==> src/rtl/io_responder_pkg.sv <==
// Shared constants and types for the IO responder: address map, write
// response codes, the default read value and the UART serializer states.
package io_responder_pkg;

    localparam logic [31:0] ADDR_TEST      = 32'h8000_0000;
    localparam logic [31:0] ADDR_UART_TX   = 32'h8000_0004;
    localparam logic [31:0] ADDR_TIMER     = 32'h8000_0008;
    localparam logic [31:0] ADDR_UART_STAT = 32'h8000_000C;

    localparam logic RESP_OK  = 1'b0;
    localparam logic RESP_ERR = 1'b1;

    localparam logic [31:0] RD_DEFAULT = 32'hDEAD_BEEF;

    typedef enum logic [1:0] {
        UART_IDLE  = 2'd0,
        UART_START = 2'd1,
        UART_DATA  = 2'd2,
        UART_STOP  = 2'd3
    } uart_state_e;

    // UART status word: level in [7:0], busy in bit 8, full in bit 9.
    function automatic logic [31:0] uart_stat_word(input logic [7:0] level,
                                                   input logic       busy,
                                                   input logic       full);
        return {22'd0, full, busy, level};
    endfunction

endpackage

==> src/rtl/io_uart_tx.sv <==
// 8N1 UART serializer. Accepts one byte through a valid/ready handshake and
// shifts it out LSB first. A new byte may be accepted in the last cycle of
// the stop bit so consecutive frames are emitted without an idle gap.
module io_uart_tx
    import io_responder_pkg::*;
#(
    parameter int BAUD_DIV = 16
) (
    input  logic       clk,
    input  logic       rst,
    input  logic       in_valid,
    output logic       in_ready,
    input  logic [7:0] in_data,
    output logic       txd,
    output logic       busy
);

    localparam int              BW        = $clog2(BAUD_DIV);
    localparam logic [BW-1:0]   BAUD_LAST = BW'(BAUD_DIV - 1);
    localparam logic [BW-1:0]   BAUD_ONE  = BW'(1);
    localparam logic [BW-1:0]   BAUD_ZERO = {BW{1'b0}};

    uart_state_e   state_r;
    uart_state_e   state_s;
    logic [BW-1:0] baud_r;
    logic [BW-1:0] baud_s;
    logic [2:0]    bit_r;
    logic [2:0]    bit_s;
    logic [7:0]    shift_r;
    logic [7:0]    shift_s;
    logic          txd_r;
    logic          txd_s;
    logic          busy_r;
    logic          busy_s;
    logic          baud_last_s;

    // Next-state, counters and the line level that the next state will drive.
    always_comb begin
        state_s     = state_r;
        baud_s      = baud_r;
        bit_s       = bit_r;
        shift_s     = shift_r;
        baud_last_s = (baud_r == BAUD_LAST);
        in_ready    = 1'b0;
        case (state_r)
            UART_IDLE: begin
                in_ready = 1'b1;
                if (in_valid) begin
                    state_s = UART_START;
                    baud_s  = BAUD_ZERO;
                    shift_s = in_data;
                end else begin
                    state_s = UART_IDLE;
                end
            end
            UART_START: begin
                if (baud_last_s) begin
                    state_s = UART_DATA;
                    baud_s  = BAUD_ZERO;
                    bit_s   = 3'd0;
                end else begin
                    baud_s  = baud_r + BAUD_ONE;
                end
            end
            UART_DATA: begin
                if (baud_last_s) begin
                    baud_s  = BAUD_ZERO;
                    shift_s = {1'b0, shift_r[7:1]};
                    if (bit_r == 3'd7) begin
                        state_s = UART_STOP;
                    end else begin
                        bit_s   = bit_r + 3'd1;
                    end
                end else begin
                    baud_s  = baud_r + BAUD_ONE;
                end
            end
            UART_STOP: begin
                in_ready = baud_last_s;
                if (baud_last_s) begin
                    baud_s = BAUD_ZERO;
                    if (in_valid) begin
                        state_s = UART_START;
                        shift_s = in_data;
                    end else begin
                        state_s = UART_IDLE;
                    end
                end else begin
                    baud_s = baud_r + BAUD_ONE;
                end
            end
            default: begin
                state_s = UART_IDLE;
                baud_s  = BAUD_ZERO;
                bit_s   = 3'd0;
            end
        endcase

        case (state_s)
            UART_START: txd_s = 1'b0;
            UART_DATA:  txd_s = shift_s[0];
            default:    txd_s = 1'b1;
        endcase
        busy_s = (state_s != UART_IDLE);
    end

    // Serializer state and registered line/busy outputs.
    always_ff @(posedge clk or posedge rst) begin
        if (rst) begin
            state_r <= UART_IDLE;
            baud_r  <= BAUD_ZERO;
            bit_r   <= 3'd0;
            shift_r <= 8'd0;
            txd_r   <= 1'b1;
            busy_r  <= 1'b0;
        end else begin
            state_r <= state_s;
            baud_r  <= baud_s;
            bit_r   <= bit_s;
            shift_r <= shift_s;
            txd_r   <= txd_s;
            busy_r  <= busy_s;
        end
    end

    assign txd  = txd_r;
    assign busy = busy_r;

endmodule

==> src/rtl/io_responder.sv <==
// Data-bus responder for the IO window: TEST register, UART transmit FIFO
// feeding an 8N1 serializer, a free-running timer and a UART status word.
// Read and write channels each allow a single outstanding transaction.
module io_responder
    import io_responder_pkg::*;
#(
    parameter int BUS_WIDTH  = 32,
    parameter int RESP_WIDTH = 1,
    parameter int FIFO_DEPTH = 8,
    parameter int BAUD_DIV   = 16
) (
    input  logic                  clk,
    input  logic                  rst,
    input  logic                  dr_addr_valid,
    output logic                  dr_addr_ready,
    input  logic [BUS_WIDTH-1:0]  dr_addr,
    output logic                  dr_data_valid,
    input  logic                  dr_data_ready,
    output logic [BUS_WIDTH-1:0]  dr_data,
    input  logic                  dw_data_addr_valid,
    output logic                  dw_data_addr_ready,
    input  logic [BUS_WIDTH-1:0]  dw_addr,
    input  logic [BUS_WIDTH-1:0]  dw_data,
    input  logic [3:0]            dw_strobe,
    output logic                  dw_resp_valid,
    input  logic                  dw_resp_ready,
    output logic [RESP_WIDTH-1:0] dw_resp,
    output logic                  uart_txd,
    output logic                  test_done,
    output logic [BUS_WIDTH-1:0]  test_code
);

    localparam int            AW        = $clog2(FIFO_DEPTH);
    localparam logic [AW:0]   LVL_FULL  = (AW+1)'(FIFO_DEPTH);
    localparam logic [AW:0]   LVL_ONE   = (AW+1)'(1);
    localparam logic [AW-1:0] PTR_ONE   = AW'(1);

    logic [7:0]            fifo_mem_r [FIFO_DEPTH];
    logic [AW-1:0]         wr_ptr_r;
    logic [AW-1:0]         rd_ptr_r;
    logic [AW:0]           level_r;
    logic                  fifo_full_s;
    logic                  fifo_empty_s;
    logic                  push_s;
    logic                  pop_s;
    logic                  uart_ready_s;
    logic                  uart_busy_s;

    logic                  rd_pending_r;
    logic [BUS_WIDTH-1:0]  rd_data_r;
    logic [BUS_WIDTH-1:0]  rd_capture_s;
    logic                  rd_hs_s;
    logic                  rd_done_s;

    logic                  wr_pending_r;
    logic [RESP_WIDTH-1:0] resp_r;
    logic                  wr_hs_s;
    logic                  wr_done_s;
    logic                  test_ok_s;
    logic                  uart_ok_s;
    logic                  test_done_r;
    logic [BUS_WIDTH-1:0]  test_code_r;
    logic [31:0]           timer_r;

    assign fifo_full_s  = (level_r == LVL_FULL);
    assign fifo_empty_s = (level_r == {(AW+1){1'b0}});

    assign dr_addr_ready      = !rst && !rd_pending_r;
    assign dw_data_addr_ready = !rst && !wr_pending_r &&
                                !((dw_addr == ADDR_UART_TX) && fifo_full_s);

    assign rd_hs_s   = dr_addr_valid && dr_addr_ready;
    assign rd_done_s = rd_pending_r && dr_data_ready;
    assign wr_hs_s   = dw_data_addr_valid && dw_data_addr_ready;
    assign wr_done_s = wr_pending_r && dw_resp_ready;

    assign test_ok_s = (dw_addr == ADDR_TEST) && (dw_strobe == 4'hF);
    assign uart_ok_s = (dw_addr == ADDR_UART_TX) && dw_strobe[0];
    assign push_s    = wr_hs_s && uart_ok_s;
    assign pop_s     = uart_ready_s && !fifo_empty_s;

    // Read data selection for the value captured at the address handshake.
    always_comb begin
        rd_capture_s = RD_DEFAULT;
        if (dr_addr == ADDR_TIMER) begin
            rd_capture_s = timer_r;
        end else if (dr_addr == ADDR_UART_STAT) begin
            rd_capture_s = uart_stat_word(8'(level_r), uart_busy_s, fifo_full_s);
        end else begin
            rd_capture_s = RD_DEFAULT;
        end
    end

    // Read channel: capture on address handshake, hold until data accepted.
    always_ff @(posedge clk or posedge rst) begin
        if (rst) begin
            rd_pending_r <= 1'b0;
            rd_data_r    <= {BUS_WIDTH{1'b0}};
        end else if (rd_hs_s) begin
            rd_pending_r <= 1'b1;
            rd_data_r    <= rd_capture_s;
        end else if (rd_done_s) begin
            rd_pending_r <= 1'b0;
        end
    end

    // Write channel: response code and TEST register side effects.
    always_ff @(posedge clk or posedge rst) begin
        if (rst) begin
            wr_pending_r <= 1'b0;
            resp_r       <= {RESP_WIDTH{1'b0}};
            test_done_r  <= 1'b0;
            test_code_r  <= {BUS_WIDTH{1'b0}};
        end else begin
            test_done_r <= wr_hs_s && test_ok_s;
            if (wr_hs_s && test_ok_s) begin
                test_code_r <= dw_data;
            end
            if (wr_hs_s) begin
                wr_pending_r <= 1'b1;
                resp_r       <= (test_ok_s || uart_ok_s) ? RESP_WIDTH'(RESP_OK)
                                                         : RESP_WIDTH'(RESP_ERR);
            end else if (wr_done_s) begin
                wr_pending_r <= 1'b0;
            end
        end
    end

    // Free-running timer, wraps naturally at 32 bits.
    always_ff @(posedge clk or posedge rst) begin
        if (rst) begin
            timer_r <= 32'd0;
        end else begin
            timer_r <= timer_r + 32'd1;
        end
    end

    // FIFO storage; contents are don't-care while the level says empty.
    always_ff @(posedge clk) begin
        if (push_s) begin
            fifo_mem_r[wr_ptr_r] <= dw_data[7:0];
        end
    end

    // FIFO pointers and level; full-FIFO pushes are already blocked by ready.
    always_ff @(posedge clk or posedge rst) begin
        if (rst) begin
            wr_ptr_r <= {AW{1'b0}};
            rd_ptr_r <= {AW{1'b0}};
            level_r  <= {(AW+1){1'b0}};
        end else begin
            if (push_s) begin
                wr_ptr_r <= wr_ptr_r + PTR_ONE;
            end
            if (pop_s) begin
                rd_ptr_r <= rd_ptr_r + PTR_ONE;
            end
            case ({push_s, pop_s})
                2'b10:   level_r <= level_r + LVL_ONE;
                2'b01:   level_r <= level_r - LVL_ONE;
                default: level_r <= level_r;
            endcase
        end
    end

    io_uart_tx #(
        .BAUD_DIV (BAUD_DIV)
    ) u_uart_tx (
        .clk      (clk),
        .rst      (rst),
        .in_valid (!fifo_empty_s),
        .in_ready (uart_ready_s),
        .in_data  (fifo_mem_r[rd_ptr_r]),
        .txd      (uart_txd),
        .busy     (uart_busy_s)
    );

    assign dr_data_valid = rd_pending_r;
    assign dr_data       = rd_data_r;
    assign dw_resp_valid = wr_pending_r;
    assign dw_resp       = resp_r;
    assign test_done     = test_done_r;
    assign test_code     = test_code_r;

endmodule

==> config.mk <==
export PLATFORM = sky130hd
export DESIGN_NAME = io_responder
export DESIGN_NICKNAME = d
export VERILOG_FILES = /design/src/rtl/io_responder_pkg.sv /design/src/rtl/io_uart_tx.sv /design/src/rtl/io_responder.sv
export SDC_FILE = /design/constraint.sdc
export NUM_CORES = 1
export LEC_CHECK = 0
export ABC_CLOCK_PERIOD_IN_PS = 4400
export CAP_MARGIN = 30
export CELL_PAD_IN_SITES_DETAIL_PLACEMENT = 0
export CELL_PAD_IN_SITES_GLOBAL_PLACEMENT = 1
export CORE_ASPECT_RATIO = 0.8
export CORE_UTILIZATION = 35
export CTS_BUF_LIST = sky130_fd_sc_hd__clkbuf_16
export DETAILED_ROUTE_END_ITERATION = 16
export PLACE_DENSITY = 0.77
export SYNTH_ARGS = -nofsm -noshare
export SYNTH_HDL_FRONTEND = slang
export SYNTH_SLANG_ARGS = --single-unit
==> constraint.sdc <==
create_clock -name clk -period 4.4 [get_ports clk]
set_clock_uncertainty 0.15 [all_clocks]
set_input_delay 0.88 -clock clk [delete_from_list [all_inputs] [get_ports clk]]
set_output_delay 0.88 -clock clk [all_outputs]
set_load 0.01 [all_outputs]
==> metrics.log, run 1 <==
INFO  metric wl = 18.93 mm
INFO  metric finalHoldWorstSlack = 0.3297 ns
INFO  metric inserted_clock_buffers = 17
INFO  metric cellInternalPower = 2.749 mW
INFO  metric synthArstFlopShare = 66.84%
INFO  metric final_cells = 1159
INFO  metric maxCapViolCount = 0
INFO  metric synth_top_family_by_area = simple AND/OR/NAND/NOR gates
INFO  metric dp.final_hpwl = 13.91 mm
INFO  metric net-switching-power = 0.8900 mW
INFO  metric via_count_of_the_first_global_routing_pass = 5980
INFO  metric crit_path_max_fanout = 3
INFO  metric placementRows = 49
INFO  metric slew_headroom = 45.69%
INFO  metric core = 22870 um2
INFO  metric hold_path_startpoint = timer_r[31]
INFO  metric area.sequential = 5151 um2
INFO  metric drc = 0
INFO  metric crit_path_cell_trace = clkdlybuf4s50_1 -> nor4_1 -> nand4_1 -> nor4_1 -> buf_4 -> nor3_1 -> clkdlybuf4s50_1
INFO  metric dp_cells = 1127
INFO  metric route.detailed.vias_per_inst = 4.927
INFO  metric data_required_time_at_the_worst_endpoint = 3.37 ns
INFO  metric synth.net_count = 766
INFO  metric grt_usage = 16.55%
INFO  metric worst_ir_drop_vdd = 0.2573 mV
INFO  metric final-hold-violation-count = 0
INFO  metric synthesis.instances = 646
INFO  metric cts.repair.resized = 0
INFO  metric synth-seq-area-share = 62.20%
INFO  metric synthesis.area = 8282 um2
INFO  metric crit_arrival = 2.88 ns
INFO  metric global_route.overflow_total = 0
INFO  metric layout-area-overhead-vs-synth = 34.60%
INFO  metric placement.io_buffers = 176
INFO  metric power.share.switching = 24.45%
INFO  metric timing.reg2reg.setup_slack = 1.19 ns
INFO  metric worst_r2r_endpoint = level_r[3]
INFO  metric global_route_wire_length_before_repair = 31.55 mm
INFO  metric cp_slowest_stage_delay = 0.52 ns
INFO  metric number_of_clock_sinks = 193
INFO  metric cts_tree = yes
INFO  metric firstDrtPassIters = 4
INFO  metric clk_pin_slew = 0.08 ns
INFO  metric setup_violations = 0
INFO  metric seq_power_share = 51.1%
INFO  metric nFillCells = 2045
INFO  metric grt_antenna_before_repair = 0
INFO  metric post_dp_cell_area = 10520 um2
INFO  metric muxShareOfSynthArea = 9.760%
INFO  metric design.portCount = 177
INFO  metric diodes = 0
INFO  metric post_synth_fa_ha_maj_area_fraction = 2.206%
INFO  metric die_w = 174.0 um
INFO  metric min_delay_worst_endpoint = timer_r[31]
INFO  metric clkLatencyLatePin = 0.45 ns
INFO  metric finish.net_count = 960
INFO  metric synthesized_flop_and_latch_total = 193
INFO  metric critical_path.startpoint = dw_addr[13]
INFO  metric clock_tree.buffer_depth = 2
INFO  metric drt-wirelength-per-cell = 16.33 um
INFO  metric floorplan.die.height = 139.6 um
INFO  metric post_synth.cell_area_avg = 12.82 um2
INFO  metric cts-hold-fix-buffers = 0
INFO  metric run_status = completed
INFO  metric detail_route.iter0.violations = 345
INFO  metric worstRegToRegCells = 12
INFO  metric setup_repair_after_global_routing_missed_its_margin = no
INFO  metric power.share.clock = 44.1%
INFO  metric critPathCaptureType = output port
INFO  metric synth_compound_area_share = 6.874%
INFO  metric area_used_by_multi_input_combinational_logic = 2954 um2
INFO  metric layout-drive-gt1-share = 10.32%
INFO  metric hold_path_class = reg -> reg
INFO  metric power.density = 326.5 nW/um2
INFO  metric slowest_library_cell_on_the_worst_path = sky130_fd_sc_hd__clkdlybuf4s50_1
INFO  metric ant_nets = 0
INFO  metric slew_worst_pin = 0.8146 ns
INFO  metric layout_min_cycle_time = 3.908 ns
INFO  metric ys_dominant_reg_cell = sky130_fd_sc_hd__dfrtp_1
INFO  metric synth_enable_flop_cells = 64
INFO  metric cellLeakagePower = 4.411 nW
INFO  metric setup.worst_path.start_class = input port
INFO  metric final_cycle_utilization_of_the_critical_path = 88.82%
INFO  metric cts.root.buffer_cell = sky130_fd_sc_hd__clkbuf_16
INFO  metric r2r-start = u_uart_tx.state_r[0]
INFO  metric max_slew_violation_count = 0
INFO  metric place_congestion = 0.7637
INFO  metric synthesis.yosys.warnings = 0
INFO  metric comb_power_share = 4.8%
INFO  metric pin_count_of_the_biggest_net_entering_global_routing = 47
INFO  metric num_vias = 5710
INFO  metric cts_post_setup_buffers_inserted = 0
INFO  metric design_power = 3.639 mW
INFO  metric fmax = 0.2559 GHz
INFO  metric die_area = 24290 um2
INFO  metric min_delay_path_depth = 1
INFO  metric yosys.area_share.simple = 12.75%
INFO  metric final.setup.tns = 0 ns
INFO  metric initial_utilization = 36.21%
INFO  metric synth_xor_area_share = 4.019%
INFO  metric htreeDepth = 4
INFO  metric netlist-cell-type-count = 53
INFO  metric fin_area = 11150 um2
INFO  metric worstSetupPathType = in -> out
-- flip-flops by register name (all words and copies together), names as in the netlist, 2 cells and up --
| name | cells |
|---|---|
| dr_data | 32 |
| fifo_mem_r | 64 |
| level_r | 4 |
| rd_ptr_r | 3 |
| test_code | 32 |
| timer_r | 32 |
| u_uart_tx.baud_r | 4 |
| u_uart_tx.bit_r | 3 |
| u_uart_tx.shift_r | 8 |
| u_uart_tx.state_r | 2 |
| wr_ptr_r | 3 |
-- critical path: cells and delay by family --
kind	cells	cell delay, ns
buf+inv	3	1.15
simple gates	4	0.85
-- layout make-up --
type / count / area share [%]
clock buffer: 17 / 3.816
clock inverter: 15 / 1.785
inverter: 17 / 0.6061
multi-input combinational: 412 / 26.50
sequential: 193 / 46.21
tap: 306 / 3.435
timing repair buffer: 199 / 17.65
-- routing by layer --
metal | routed length [um] | up-vias | track usage, %
met5 | 0 | - | 0
met4 | 182 | 0 | 4.571
met3 | 1450 | 11 | 5.437
met2 | 8568 | 180 | 25.87
met1 | 8729 | 2775 | 22.03
li1 | - | 2744 | -
-- worst max-delay path by stage --
stage               depth (start not counted)  slack, ns                 end
finish                                      7       0.49  dw_data_addr_ready
CTS                                         7       0.48  dw_data_addr_ready
floorplan                                  11       1.09          level_r[3]
global route                                7       0.25  dw_data_addr_ready
detailed placement                          7       0.49  dw_data_addr_ready
global placement                            7       0.45  dw_data_addr_ready
-- Yosys cell counts (2+ instances only) --
cell,n,share of area (%)
sky130_fd_sc_hd__o22ai_1,4,0.30
sky130_fd_sc_hd__buf_2,4,0.24
sky130_fd_sc_hd__nor2_1,58,2.6
sky130_fd_sc_hd__o211ai_1,2,0.18
sky130_fd_sc_hd__a21o_1,5,0.45
sky130_fd_sc_hd__nand2_1,65,2.9
sky130_fd_sc_hd__mux2_2,6,0.82
sky130_fd_sc_hd__mux4_2,14,3.8
sky130_fd_sc_hd__nor4_4,4,1.0
sky130_fd_sc_hd__mux2_1,28,3.8
sky130_fd_sc_hd__a21oi_1,31,1.9
sky130_fd_sc_hd__inv_1,17,0.77
sky130_fd_sc_hd__xnor2_1,27,2.9
sky130_fd_sc_hd__or3_1,2,0.15
sky130_fd_sc_hd__a221o_1,3,0.36
sky130_fd_sc_hd__dfrtp_1,128,39
sky130_fd_sc_hd__nor4b_1,3,0.32
sky130_fd_sc_hd__mux2i_1,11,1.3
sky130_fd_sc_hd__o31ai_1,4,0.36
sky130_fd_sc_hd__o21ai_0,23,1.4
sky130_fd_sc_hd__nand2b_1,4,0.30
sky130_fd_sc_hd__nand3_1,15,0.91
sky130_fd_sc_hd__and4_1,3,0.32
sky130_fd_sc_hd__nor4_1,13,0.98
sky130_fd_sc_hd__and3_1,4,0.30
sky130_fd_sc_hd__xor2_1,11,1.2
sky130_fd_sc_hd__a32oi_1,4,0.42
sky130_fd_sc_hd__buf_6,3,0.41
sky130_fd_sc_hd__o21a_1,2,0.18
sky130_fd_sc_hd__edfxtp_1,64,23
sky130_fd_sc_hd__clkbuf_1,17,0.77
sky130_fd_sc_hd__nor3_1,14,0.85
sky130_fd_sc_hd__a31oi_1,4,0.30
sky130_fd_sc_hd__nand4_1,15,1.1
sky130_fd_sc_hd__ha_1,13,2.0
sky130_fd_sc_hd__or2_2,4,0.30
-- power by group through the flow --
stage / Combinational, mW / Clock (mW) / Sequential (mW)
3_3_place_gp: 0.176 / 0 / 1.90
3_5_place_dp: 0.178 / 0 / 1.90
5_1_grt: 0.190 / 1.71 / 1.86
4_1_cts: 0.179 / 1.65 / 1.86
6_report: 0.174 / 1.61 / 1.86
2_1_floorplan: 0.0362 / 0 / 1.90
-- layout by cell type (no fill, tap or decap), types with 4 or more instances in the layout --
cell / instances
sky130_fd_sc_hd__and3_1: 4
sky130_fd_sc_hd__clkdlybuf4s50_1: 176
sky130_fd_sc_hd__a21o_1: 5
sky130_fd_sc_hd__xor2_1: 11
sky130_fd_sc_hd__nand4_1: 15
sky130_fd_sc_hd__o22ai_1: 4
sky130_fd_sc_hd__o21ai_0: 23
sky130_fd_sc_hd__mux2i_1: 11
sky130_fd_sc_hd__nor4_4: 4
sky130_fd_sc_hd__nand2_1: 65
sky130_fd_sc_hd__a32oi_1: 4
sky130_fd_sc_hd__or2_2: 4
sky130_fd_sc_hd__nand3_1: 15
sky130_fd_sc_hd__buf_4: 20
sky130_fd_sc_hd__mux2_2: 6
sky130_fd_sc_hd__nor3_1: 13
sky130_fd_sc_hd__o31ai_1: 4
sky130_fd_sc_hd__nand2b_1: 4
sky130_fd_sc_hd__nor2_1: 58
sky130_fd_sc_hd__ha_1: 13
sky130_fd_sc_hd__inv_12: 5
sky130_fd_sc_hd__edfxtp_1: 64
sky130_fd_sc_hd__dfrtp_1: 128
sky130_fd_sc_hd__nor4_1: 13
sky130_fd_sc_hd__inv_1: 16
sky130_fd_sc_hd__a31oi_1: 4
sky130_fd_sc_hd__a21oi_1: 31
sky130_fd_sc_hd__clkinv_8: 4
sky130_fd_sc_hd__mux4_2: 14
sky130_fd_sc_hd__xnor2_1: 27
sky130_fd_sc_hd__mux2_1: 28
sky130_fd_sc_hd__clkbuf_16: 17
-- cell families after synthesis --
kind of cell | Yosys count
AO/OA/AOI/OAI | 92
flip-flops | 193
buffers and inverters | 41
adder cells (fa/ha/maj) | 14
AND/OR/NAND/NOR | 209
XOR/XNOR | 38
multiplexers | 59
-- stage by stage --
stage	util [%]	setup slack, ns
2_1_floorplan	-	1.094
3_3_place_gp	45.95	0.4533
3_5_place_dp	46.01	0.4870
4_1_cts	48.74	0.4813
5_1_grt	48.74	0.2548
6_report	48.74	0.4917
Note: power is estimated with default switching activity, not from simulation.
==> run 2, diff against run 1 <==
SKIP_LAST_GASP = 1   (was unset)
==> results of run 2 <==
Same layout as run 1: the final DEF is identical, and so are final timing and power.
